### src/rtl/control_types.sv
// control_types: shared cpu control encodings used by memory-side blocks
package control_types;
  typedef enum logic [1:0] {MEM_BYTE, MEM_HALF, MEM_WORD} mem_op_t;
endpackage

### src/rtl/mmio_test_monitor_pkg.sv
// mmio_test_monitor_pkg: verdict states, default MMIO addresses and pass value
package mmio_test_monitor_pkg;
  typedef control_types::mem_op_t mem_op_t;
  typedef enum logic [1:0] {RUN, PASSED, FAILED, TIMED_OUT} mon_state_t;
  localparam logic [31:0] DEFAULT_TOHOST_ADDR = 32'h0000_0200;
  localparam logic [31:0] DEFAULT_CONSOLE_ADDR = 32'h0000_0204;
  localparam logic [31:0] PASS_VALUE = 32'd1;
endpackage

### src/rtl/mmio_test_monitor_byte_fifo.sv
// byte_fifo: show-ahead byte FIFO with sticky overflow on dropped pushes
module byte_fifo #(
  parameter int DEPTH = 16
) (
  input  logic       clk,
  input  logic       rst,
  input  logic       push,
  input  logic [7:0] din,
  input  logic       pop,
  output logic [7:0] dout,
  output logic       valid,
  output logic       full,
  output logic       overflow
);
  localparam int AW = $clog2(DEPTH);
  logic [7:0] mem [DEPTH];
  logic [AW-1:0] wr_ptr, rd_ptr, rd_nxt;
  logic [AW:0] count;
  logic do_push, do_pop;
  logic [7:0] head_next;
  assign valid = count != '0;
  assign full = count == (AW+1)'(DEPTH);
  assign do_pop = pop & valid;
  assign do_push = push & (~full | do_pop);
  assign rd_nxt = rd_ptr + 1'b1;
  // dout is a register so it keeps the last byte once the FIFO drains
  assign head_next = (!valid || (do_pop && count == (AW+1)'(1))) ? (do_push ? din : dout)
                   : (do_pop ? mem[rd_nxt] : dout);
  always_ff @(posedge clk) begin
    if (rst) begin
      wr_ptr <= '0;
      rd_ptr <= '0;
      count <= '0;
      dout <= '0;
      overflow <= 1'b0;
    end else begin
      if (do_push) wr_ptr <= wr_ptr + 1'b1;
      if (do_pop) rd_ptr <= rd_nxt;
      count <= count + (AW+1)'(do_push) - (AW+1)'(do_pop);
      dout <= head_next;
      overflow <= overflow | (push & ~do_push);
    end
  end
  always_ff @(posedge clk)
    if (do_push) mem[wr_ptr] <= din;
endmodule

### src/rtl/mmio_test_monitor.sv
// mmio_test_monitor: snoops cpu stores for tohost verdicts, console bytes and a watchdog
module mmio_test_monitor import mmio_test_monitor_pkg::*; #(
  parameter logic [31:0] TOHOST_ADDR = DEFAULT_TOHOST_ADDR,
  parameter logic [31:0] CONSOLE_ADDR = DEFAULT_CONSOLE_ADDR,
  parameter int TIMEOUT_CYCLES = 1000,
  parameter int FIFO_DEPTH = 16
) (
  input  logic        clk,
  input  logic        reset,
  input  logic        mem_wr_en,
  input  mem_op_t     mem_op,
  input  logic [31:0] mem_addr,
  input  logic [31:0] mem_data_in,
  input  logic        console_rd_en,
  output logic [7:0]  console_data,
  output logic        console_valid,
  output logic        console_overflow,
  output logic [31:0] cycle_count,
  output logic        done,
  output logic        pass,
  output logic        timeout,
  output logic [30:0] fail_code
);
  mon_state_t state, state_next;
  logic tohost_wr, console_wr, terminal, fifo_full, unused;
  assign tohost_wr = mem_wr_en && mem_addr == TOHOST_ADDR;
  assign console_wr = mem_wr_en && mem_addr == CONSOLE_ADDR;
  assign terminal = state == RUN && tohost_wr && mem_data_in[0];
  assign unused = ^{mem_op, fifo_full};
  always_ff @(posedge clk)
    state <= reset ? RUN : state_next;
  // a terminal tohost store outranks the watchdog in the same cycle
  always_comb
    state_next = state != RUN ? state
               : terminal ? (mem_data_in == PASS_VALUE ? PASSED : FAILED)
               : cycle_count == 32'(TIMEOUT_CYCLES - 1) ? TIMED_OUT : RUN;
  always_comb begin
    done = state != RUN;
    pass = state == PASSED;
    timeout = state == TIMED_OUT;
  end
  always_ff @(posedge clk) begin
    if (reset) begin
      cycle_count <= '0;
      fail_code <= '0;
    end else begin
      if (state == RUN && state_next == RUN && cycle_count != '1) cycle_count <= cycle_count + 1'b1;
      if (state == RUN && state_next == FAILED) fail_code <= mem_data_in[31:1];
    end
  end
  byte_fifo #(.DEPTH(FIFO_DEPTH)) u_fifo (
    .clk(clk),
    .rst(reset),
    .push(console_wr),
    .din(mem_data_in[7:0]),
    .pop(console_rd_en),
    .dout(console_data),
    .valid(console_valid),
    .full(fifo_full),
    .overflow(console_overflow)
  );
endmodule

### config.mk
export PLATFORM = sky130hd
export DESIGN_NAME = mmio_test_monitor
export DESIGN_NICKNAME = d
export VERILOG_FILES = /design/src/rtl/control_types.sv /design/src/rtl/mmio_test_monitor_pkg.sv /design/src/rtl/mmio_test_monitor_byte_fifo.sv /design/src/rtl/mmio_test_monitor.sv
export SDC_FILE = /design/constraint.sdc
export NUM_CORES = 1
export LEC_CHECK = 0
export ABC_AREA = 1
export CORE_UTILIZATION = 61
export CTS_BUF_LIST = sky130_fd_sc_hd__clkbuf_8
export CTS_CLUSTER_SIZE = 10
export DETAILED_ROUTE_END_ITERATION = 12
export PLACE_DENSITY_LB_ADDON = 0.2
export SKIP_CTS_REPAIR_TIMING = 1
export SYNTH_ARGS = -nofsm -noshare
export SYNTH_HDL_FRONTEND = slang
export SYNTH_HIERARCHICAL = 1
export SYNTH_SLANG_ARGS = --single-unit
### constraint.sdc
create_clock -name clk -period 5.8 [get_ports clk]
set_input_delay 1.45 -clock clk [delete_from_list [all_inputs] [get_ports clk]]
set_output_delay 1.45 -clock clk [all_outputs]
set_load 0.1 [all_outputs]
== Word-level counts from Yosys, hierarchy flattened ==
Memory sizes are Yosys's and may differ from the RTL's.
Cells that the tools add are included.

* Input bits: 70
* Bits in writable memories: 128
* Bits in registers: 87
* Memories kept: 1
* Logic and storage cells: 57
* Output and inout port bits: 76

* Reductions and logical operators: 16
* Multiplexer cells: 9
* Bitwise operators: 7
* $add $sub $neg: 5
* Equal/unequal tests: 11

{| class="wikitable"
|+ Memory list
! name !! depth !! bits a word !! read ports !! clocked after memory_dff !! wr ports !! RTL line !! RTL
|-
| u_fifo.mem || 16 || 8 || 1 || 0 || 1 || mmio_test_monitor_byte_fifo.sv:16 || <nowiki>logic [7:0] mem [DEPTH];</nowiki>
|}

{| class="wikitable"
|+ Operators with widths
! operator !! count
|-
| equality test 32 x 10 -> 1 bit, second input constant || 3
|-
| adder 32 x 1 -> 32 bit, second input constant || 1
|-
| equality test 32 x 1 -> 1 bit, second input constant || 1
|-
| inequality test 32 bit, second input constant || 1
|-
| 2-to-1 mux 8 bit || 3
|-
| adder 4 x 1 -> 4 bit, second input constant || 2
|-
| logical AND 1 bit || 8
|-
| 2-to-1 mux 2 bit || 4
|-
| adder 5 x 1 -> 5 bit || 1
|-
| equality test 5 x 1 -> 1 bit, second input constant || 1
|-
| equality test 5 bit, second input constant || 1
|-
| nonzero test 5 bit || 1
|-
| subtractor 5 x 1 -> 5 bit || 1
|-
| equality test 2 bit, second input constant || 2
|-
| logical NOT 2 bit || 2
|-
| nonzero test 2 bit || 2
|-
| AND 1 bit || 3
|-
| equality test 2 x 1 -> 1 bit, second input constant || 1
|-
| 2-to-1 mux 1 bit || 2
|-
| inequality test 2 x 1 -> 1 bit, second input constant || 1
|-
| inverter 1 bit || 2
|-
| bitwise OR 1 bit || 2
|-
| AND reduction 2 bit || 1
|-
| logical NOT 1 bit || 1
|-
| logical OR 1 bit || 1
|}

== Longest topological paths before layout ==
Gate-level depths: netlist of the first run.

* Depth after elaboration: 9
* Gate-level depth with buffers: 18
* Gate-level depth less buffers: 18

== Hierarchy ==
Netlist of the first run, hierarchy kept.

{| class="wikitable"
|+ Modules (own cells, without submodules)
! module !! times used !! seq. area each (um^2) !! cells each !! area each (um^2)
|-
| byte_fifo || 1 || 4284.1 || 672 || 6720.2
|-
| mmio_test_monitor || 1 || 1301.2 || 570 || 3480.8
|}

== Worst setup path after synthesis of the first run ==
No wires, ideal clock.

* Path kind: input -> register
* From: input mem_addr[5]
* To: register u_fifo.count[4]
* Buffers on the path: 0
* Library setup time: 0.070 ns
* Arrival: 3.837 ns
* Data required time: 5.730 ns
* Stages: 16
* Path slack: 1.893 ns
* Cell sequence: or2_1 nor2_2 inv_1 nor4_1 nand2_1 inv_2 nand2_1 nand2_1 ha_1 inv_1 fa_1 inv_1 a21oi_1 o21ai_0 o21ai_0 a21oi_1

* Cells in the longest elaborated chain, start to end: 5

{| class="wikitable"
|+ RTL lines
! element !! RTL line !! RTL
|-
| start, declared || mmio_test_monitor.sv:12 || <nowiki>input logic [31:0] mem_addr,</nowiki>
|-
| equality test 32 x 10 -> 1 bit || mmio_test_monitor.sv:27 || <nowiki>assign console_wr = mem_wr_en && mem_addr == CONSOLE_ADDR;</nowiki>
|-
| logical AND 1 bit || mmio_test_monitor.sv:27 ||
|-
| via console_wr || mmio_test_monitor.sv:25 || <nowiki>logic tohost_wr, console_wr, terminal, fifo_full, unused;</nowiki>
|-
| AND 1 bit || mmio_test_monitor_byte_fifo.sv:24 || <nowiki>assign do_push = push & (~full | do_pop);</nowiki>
|-
| adder 5 x 1 -> 5 bit || mmio_test_monitor_byte_fifo.sv:39 || <nowiki>count <= count + (AW+1)'(do_push) - (AW+1)'(do_pop);</nowiki>
|-
| subtractor 5 x 1 -> 5 bit || mmio_test_monitor_byte_fifo.sv:39 ||
|-
| end signal, assigned || mmio_test_monitor_byte_fifo.sv:39 ||
|-
| end, declared || mmio_test_monitor_byte_fifo.sv:18 || <nowiki>logic [AW:0] count;</nowiki>
|}

The timed path passes the listed nets, and every way through them passes these cells.
A chain may end at the register's enable or synchronous reset.

== Worst setup path after layout of the first run ==
* From: input mem_data_in[4]
* To: register fail_code[22]

* Cells in the longest elaborated chain, start to end: 6

{| class="wikitable"
|+ RTL lines
! element !! RTL line !! RTL
|-
| start, declared || mmio_test_monitor.sv:13 || <nowiki>input logic [31:0] mem_data_in,</nowiki>
|-
| equality test 32 x 1 -> 1 bit || mmio_test_monitor.sv:35 || <nowiki>: terminal ? (mem_data_in == PASS_VALUE ? PASSED : FAILED)</nowiki>
|-
| 2-to-1 mux 2 bit (2 in a row) || mmio_test_monitor.sv:35 ||
|-
| 2-to-1 mux 2 bit || mmio_test_monitor.sv:34 || <nowiki>state_next = state != RUN ? state</nowiki>
|-
| equality test 2 bit || mmio_test_monitor.sv:48 || <nowiki>if (state == RUN && state_next == FAILED) fail_code <= mem_data_in[31:1];</nowiki>
|-
| logical AND 1 bit || mmio_test_monitor.sv:48 ||
|-
| end signal, assigned || mmio_test_monitor.sv:48 ||
|-
| end, declared || mmio_test_monitor.sv:22 || <nowiki>output logic [30:0] fail_code</nowiki>
|}

Every way passes these cells.

==> summary.txt, run 1 <==
Clocking
  – CTS tree: yes
  – CTS max path bufs: 3
  – Clock Tree Root: clkbuf_8
  – Clk_lat worst skew: 0.53 ns
  – Num CTS Buffers: 36
  – Clock transition at the registers of the reported paths: 0.06 ns
  – Clock Sinks: 215
  – H-tree depth: 2

Layout
  – # fillers: 1127
  – Register Area: 0.005587 mm²
  – Diode count: 0
  – Layout overhead on the synthesized area: 22.75%
  – Nets@finish: 1472
  – Layout cells sized above 1: 7.062%
  – Footprint of the multi-input gates: 0.003804 mm²

Critical path
  – R2R depth: 9
  – R2r endpoint: u_fifo/dout[7]$_SDFFE_PP0P_
  – Setup CP Type: in -> reg
  – Reg-to-reg slack, setup: 2.78 ns
  – Worst Path Arrival: 4.42 ns
  – Reg2Reg Launch Point: u_fifo/rd_ptr[0]$_SDFFE_PP0P_
  – CP required: 6.21 ns
  – Max Fanout on Critical Path: 38
  – Critical path launch point type: primary input
  – CP Launch Point: mem_data_in[4]
  – CP endpoint kind: flop

Synthesis
  – Post-Syn Nets: 1324
  – Yosys warning total: 6
  – Post-Syn Instances: 1242
  – Synthesized area: 0.01020 mm²
  – Mean Syn Cell Area: 8.213 µm²
  – Unique masters post-synth: 35
  – Sequential share of the synthesized area: 54.75%
  – Yosys reg bits: 215

Die
  – Die area: 0.01724 mm²
  – I/O pin cnt: 146
  – Starting density of the core: 63.30%
  – Die height: 131.3 µm
  – Die W: 131.3 µm
  – Core Area: 0.01612 mm²
  – Cell row count: 46

Hold path
  – Hold path start: u_fifo/dout[7]$_SDFFE_PP0P_
  – Hold path depth: 2
  – End point of the worst hold path: u_fifo/dout[7]$_SDFFE_PP0P_
  – Class of the tightest hold or removal check: reg -> reg

Route
  – WL per Instance: 15.19 µm
  – DRC Markers: 0
  – Final WL: 24.79 mm
  – Detailed-route via count: 8741
  – DR iter-0 viols: 686
  – Pre-antenna DRT Iters: 5
  – Vias per inst: 5.356
  – Routed Antenna Nets: 0

STA
  – RSZ-0062 raised after global routing: false
  – Hold Violations, Final: 0
  – Fmax: 249.3 MHz
  – Min Tclk post-route: 4.011 ns
  – Period utilization: 69.15%
  – Final setup violation count: 0
  – Final Skew: 0.02213 ns
  – TNS Setup: 0 ns
  – Max transition margin: 23.23%
  – Worst Tran Pin Value: 1.150 ns
  – PnR worst setup slack: 1.789 ns
  – Max Transition Viols Final: 0

Global route
  – Overall Global Routing Usage: 28.35%
  – Largest net degree at the start of global routing: 68
  – First-pass GRT wire length: 38.91 mm
  – Total grt overflow: 0
  – Vias in the first global route: 7962
  – Initial antenna violation count: 0

Power and ir drop
  – Maximum VDD drop: 0.3397 mV
  – Net Sw Power: 1.532 mW
  – Internal power: 2.884 mW
  – PD cells: 352.6 mW/mm²
  – Seq pwr share: 38.7%
  – Clk pwr share: 32.5%
  – LEAKAGE: 5.306 nW
  – Combinational Power Share: 28.9%
  – Sw Share: 34.69%

Status
  – Status: complete, no violations

Job
  – Max-cap viol count: 0

Placed design
  – IO Port Bufs: 143
  – Post-Place Setup Slack: 1.355 ns
  – DP HPWL: 15.59 mm
  – Final Wtd Congestion: 0.9117
-- how the worst max path moves through the flow --
stage,endpoint
floorplan,u_fifo/count[4]$_SDFF_PP0_
global placement,cycle_count[2]$_SDFFE_PP0P_
detailed placement,cycle_count[2]$_SDFFE_PP0P_
CTS,fail_code[22]$_SDFFE_PP0P_
global route,cycle_count[2]$_SDFFE_PP0P_
finish,fail_code[22]$_SDFFE_PP0P_
-- power groups by stage --
stage	clock [mW]	sequential (mW)	combinational [mW]
final	1.43	1.71	1.27
after global routing	1.52	1.71	1.38
after CTS	1.45	1.71	1.26
after detailed placement	0	1.74	1.25
after global placement	0	1.74	1.23
after floorplan	0	1.93	0.750
-- sequential cells by signal, summed over array words and instances (netlist names) --
register / count
state: 2
cycle_count: 32
u_fifo/overflow: 1
u_fifo/dout: 8
u_fifo/rd_ptr: 4
fail_code: 31
u_fifo/wr_ptr: 4
u_fifo/count: 5
u_fifo/mem: 128
-- worst max-delay path, cell delays in order --
cell and delay, ns:
clkdlybuf4s50_1 0.41, buf_4 0.22, nor2_1 0.13, nand3_1 0.07, nor2_1 0.08, nand2_1 0.05
nor2_1 0.28, inv_1 0.10, nand2_2 0.45, inv_1 0.60, o21ai_0 0.45, nor2_1 0.09
-- synth_stat cells (all sizes together) --
library cell / count / area share, %
a21oi: 53 / 2.8
a31oi: 2 / 0.12
and2: 1 / 0.086
and3: 2 / 0.12
buf: 30 / 1.8
clkbuf: 16 / 0.59
dfxtp: 87 / 17
edfxtp: 128 / 38
fa: 1 / 0.20
ha: 11 / 1.3
inv: 151 / 5.6
nand2: 344 / 13
nand3: 150 / 7.9
nand3b: 1 / 0.074
nand4: 9 / 0.55
nor2: 189 / 7.2
nor3: 9 / 0.49
nor4: 3 / 0.18
o21ai: 47 / 2.4
or2: 2 / 0.12
xnor2: 2 / 0.32
xor2: 4 / 0.49
-- layer usage --
layer	wire length [µm]	vias to the layer above	GRT usage [%]
met4	646	0	10.14
met3	2221	61	7.330
met2	12300	386	49.38
met5	0	-	0
li1	-	4293	-
met1	9616	4001	33.81
-- through the flow --
step | utilization [%] | cell area, µm² | power [mW] | instances | hold WS, ns
3_3_place_gp | 72.97 | 11760 | 2.968 | 1568 | 0.4562
2_1_floorplan | - | 10200 | 2.681 | 1242 | 0.4866
4_1_cts | 77.70 | 12520 | 4.425 | 1632 | 0.4714
6_report | 77.70 | 12520 | 4.415 | 1632 | 0.4706
5_1_grt | 77.70 | 12520 | 4.617 | 1632 | 0.4920
3_5_place_dp | 72.97 | 11760 | 2.990 | 1568 | 0.4629
-- final cells by class --
type | instances | share of cell area, %
flip-flops and latches | 215 | 44.61
inverters | 151 | 4.546
well taps | 216 | 2.158
clock buffers | 38 | 4.177
clock inverters | 26 | 1.918
repair buffers | 156 | 12.21
multi-input cells | 830 | 30.38
-- cells by family after synthesis --
kind of cell / after synthesis / share of synthesized area (%)
AND/OR/NAND/NOR: 710 / 29.57
XOR/XNOR: 6 / 0.8095
flip-flops: 215 / 54.75
AO/OA/AOI/OAI: 102 / 5.360
buffers and inverters: 197 / 7.960
adder cells (fa/ha/maj): 12 / 1.545
-- placed cells by master, fill, tap and decap left out, types with 3 or more instances in the layout --
master,count
dfxtp_1,86
a21oi_1,47
clkbuf_8,38
buf_4,13
clkdlybuf4s50_1,143
clkinv_1,7
a21oi_2,6
edfxtp_1,128
inv_2,3
nand3_2,12
nor4_1,3
nand4_1,9
nor2_2,4
nor2_1,184
inv_1,157
nand2_2,5
ha_1,11
nor3_1,8
bufinv_16,5
nand2_1,339
nand3_1,138
o21ai_0,46
Note: power is estimated with default switching activity, not from simulation.
==> run 2: changes to the inputs <==
Settings changed: CORE_UTILIZATION 61 to 51.
Clock period 5.8 ns to 3.3 ns, I/O delays scaled along.
==> run 2 against run 1 <==
Die area rose by 19%. Sequential share of layout area is 0.76 points lower. Via count down 0.81%. Global-route usage fell by 3.5 points. Design area up 1.7%. Register-to-register slack got worse by 1.9 ns. Routed wire length increased by 0.12%. Critical endpoint is now u_fifo/count[4]$_SDFF_PP0_. Highest routed layer unchanged.
==> summary.txt, run 2 (synthesis results as in run 1) <==
Status
  – Status: complete, no violations

Route
  – Final WL: 24.81 mm (+0.12%)
  – Vias per inst: 5.047 (-5.8%)
  – Routed Antenna Nets: 0 (unchanged)
  – DR iter-0 viols: 599 (-13%)
  – Detailed-route via count: 8670 (-0.81%)
  – WL per Instance: 14.44 µm (-4.9%)
  – Pre-antenna DRT Iters: 6 (+1)
  – DRC Markers: 0 (unchanged)

Placed design
  – Post-Place Setup Slack: -0.2100 ns (-1.565 ns)
  – DP Area: 0.01195 mm² (+1.6%)
  – IO Port Bufs: 143 (unchanged)
  – Post-Place Cells: 1655 (+5.5%)
  – DP HPWL: 16.89 mm (+8.3%)
  – Final Wtd Congestion: 0.9045 (-0.79%)

Layout
  – Biggest regs: u_fifo/mem (128), cycle_count (32), fail_code (31)
  – Commonest non-fill, non-tap cell in the layout: nand2_1
  – Most frequent cells in the layout: nand2_1 (339), nor2_1 (184), inv_1 (154), nand3_1 (138), edfxtp_1 (128)
  – Nets@finish: 1509 (+2.5%)
  – Final Cell Area: 0.01274 mm² (+1.7%)
  – Final non-filler cell total: 1718 (+5.3%)
  – Core Util, Final: 65.24% (-12 points)
  – Layout cells sized above 1: 15.07% (+8.0 points)
  – Layout overhead on the synthesized area: 24.87%
  – Most flop-heavy register: u_fifo/mem
  – Diode count: 0 (unchanged)
  – Max reg flops: 128 (unchanged)

STA
  – PnR worst setup slack: 0.2670 ns (-1.522 ns)
  – Fmax: 329.7 MHz
  – Worst hold slack: 0.4701 ns (-0.0005030 ns)
  – Hold Violations, Final: 0 (unchanged)
  – Final setup violation count: 0 (unchanged)
  – TNS Setup: 0 ns (unchanged)
  – Min Tclk post-route: 3.033 ns
  – Max transition margin: 23.35% (+0.12 points)
  – Final Skew: 0.03351 ns (+0.01138 ns)
  – Max Transition Viols Final: 0 (unchanged)
  – Period utilization: 91.91%
  – Worst Tran Pin Value: 1.148 ns (-0.001747 ns)
  – RSZ-0062 raised after global routing: false

Global route
  – First-pass GRT wire length: 39.75 mm (+2.2%)
  – Initial antenna violation count: 0 (unchanged)
  – Overall Global Routing Usage: 24.82% (-3.5 points)
  – Largest net degree at the start of global routing: 67 (-1.5%)
  – Total grt overflow: 0 (unchanged)
  – Vias in the first global route: 7965 (+0.038%)

Die
  – Cell row count: 51 (+11%)
  – Starting density of the core: 52.24% (-11 points)
  – Die height: 143.4 µm (+9.2%)
  – Die W: 143.4 µm (+9.2%)
  – I/O pin cnt: 146 (unchanged)
  – Die area: 0.02057 mm² (+19%)
  – Core Area: 0.01953 mm² (+21%)

Clocking
  – CTS max path bufs: 3 (unchanged)
  – Clock transition at the registers of the reported paths: 0.06 ns (about the same)
  – Num CTS Buffers: 35 (-2.8%)
  – CTS tree: yes
  – H-tree depth: 2 (unchanged)
  – Clock Tree Root: clkbuf_8
  – Clock Sinks: 215 (unchanged)
  – Clk_lat worst skew: 0.54 ns (about the same)

Critical path
  – Delay of the slowest critical-path stage: 0.45 ns (-0.15 ns)
  – Setup CP Type: in -> reg
  – CP required: 3.74 ns (-2.47 ns)
  – Worst Path Arrival: 3.47 ns (-0.95 ns)
  – Max Fanout on Critical Path: 2 (-95%)
  – Slowest-stage cell, CP: clkdlybuf4s50_1
  – Critical path launch point type: primary input
  – Crit path cell chain: clkdlybuf4s50_1 -> inv_1 -> nor2_1 -> nand2_1 -> nor2_1 -> inv_1 -> nor4_1 -> buf_4 -> nand2_1 -> inv_2 -> nand2_1 -> nand2_1 -> ha_1 -> inv_1 -> fa_1 -> inv_1 -> a21oi_1 -> o21ai_0 -> o21ai_0 -> a21oi_1
  – CP endpoint kind: flop

Power and ir drop
  – PD cells: 620.5 mW/mm² (+76%)
  – LEAKAGE: 5.677 nW (+7.0%)
  – Maximum VDD drop: 0.3382 mV (-0.43%)
  – Total Power: 7.904 mW (+79%)

Job
  – Max-cap viol count: 0 (unchanged)

Hold path
  – Class of the tightest hold or removal check: reg -> reg
==> run 2: cell types whose count changed in the layout (fill, tap and decap cells not counted) <==
| cell | change |
|---|---|
| inv_6 | -1 |
| inv_8 | +1 |
| inv_1 | -3 |
| clkinv_1 | -3 |
| buf_12 | +3 |
| clkbuf_8 | +2 |
| clkdlybuf4s50_1 | -76 |
| buf_4 | +111 |
| clkinv_2 | +3 |
==> run 2: routing by layer <==
| metal | part of all wire, % | track usage (%) | vias up |
|---|---|---|---|
| li1 | - | - | 4374 |
| met1 | 44 | 32.79 | 3978 |
| met2 | 48 | 40.55 | 270 |
| met3 | 6.1 | 4.665 | 48 |
| met4 | 2.7 | 9.351 | 0 |
| met5 | 0 | 0 | - |
==> run 2: cell type report <==
type | count | area [µm²]
fillers | 1740 | 6788
flip-flops and latches | 215 | 5587
multi-input cells | 830 | 3804
repair buffers | 194 | 1662
inverters | 151 | 569.3
clock buffers | 40 | 550.5
well taps | 265 | 331.6
clock inverters | 23 | 235.2
==> run 2: power by group <==
| part | total, mW | switching, mW | internal, mW |
|---|---|---|---|
| sequential | 3.01 | 0.0749 | 2.93 |
| clock | 2.59 | 1.08 | 1.51 |
| combinational | 2.31 | 1.60 | 0.711 |
==> run 2: final timing paths <==
path | start | to | slack, ns | cells past startpoint
max | mem_addr[9] | u_fifo/count[4]$_SDFF_PP0_ | 0.27 | 20
max reg2reg | u_fifo/count[3]$_SDFF_PP0_ | u_fifo/count[4]$_SDFF_PP0_ | 0.86 | 15
min reg2reg | u_fifo/dout[7]$_SDFFE_PP0P_ | u_fifo/dout[7]$_SDFFE_PP0P_ | 0.47 | 2
min | u_fifo/dout[7]$_SDFFE_PP0P_ | u_fifo/dout[7]$_SDFFE_PP0P_ | 0.47 | 2
==> run 2: worst max-delay path, delay by kind of cell <==
| family | cells | cell delay, ns |
|---|---|---|
| AO/OA/AOI/OAI | 4 | 0.47 |
| AND/OR/NAND/NOR | 7 | 0.71 |
| adder cells (fa/ha/maj) | 2 | 0.54 |
| buffers and inverters | 7 | 0.91 |
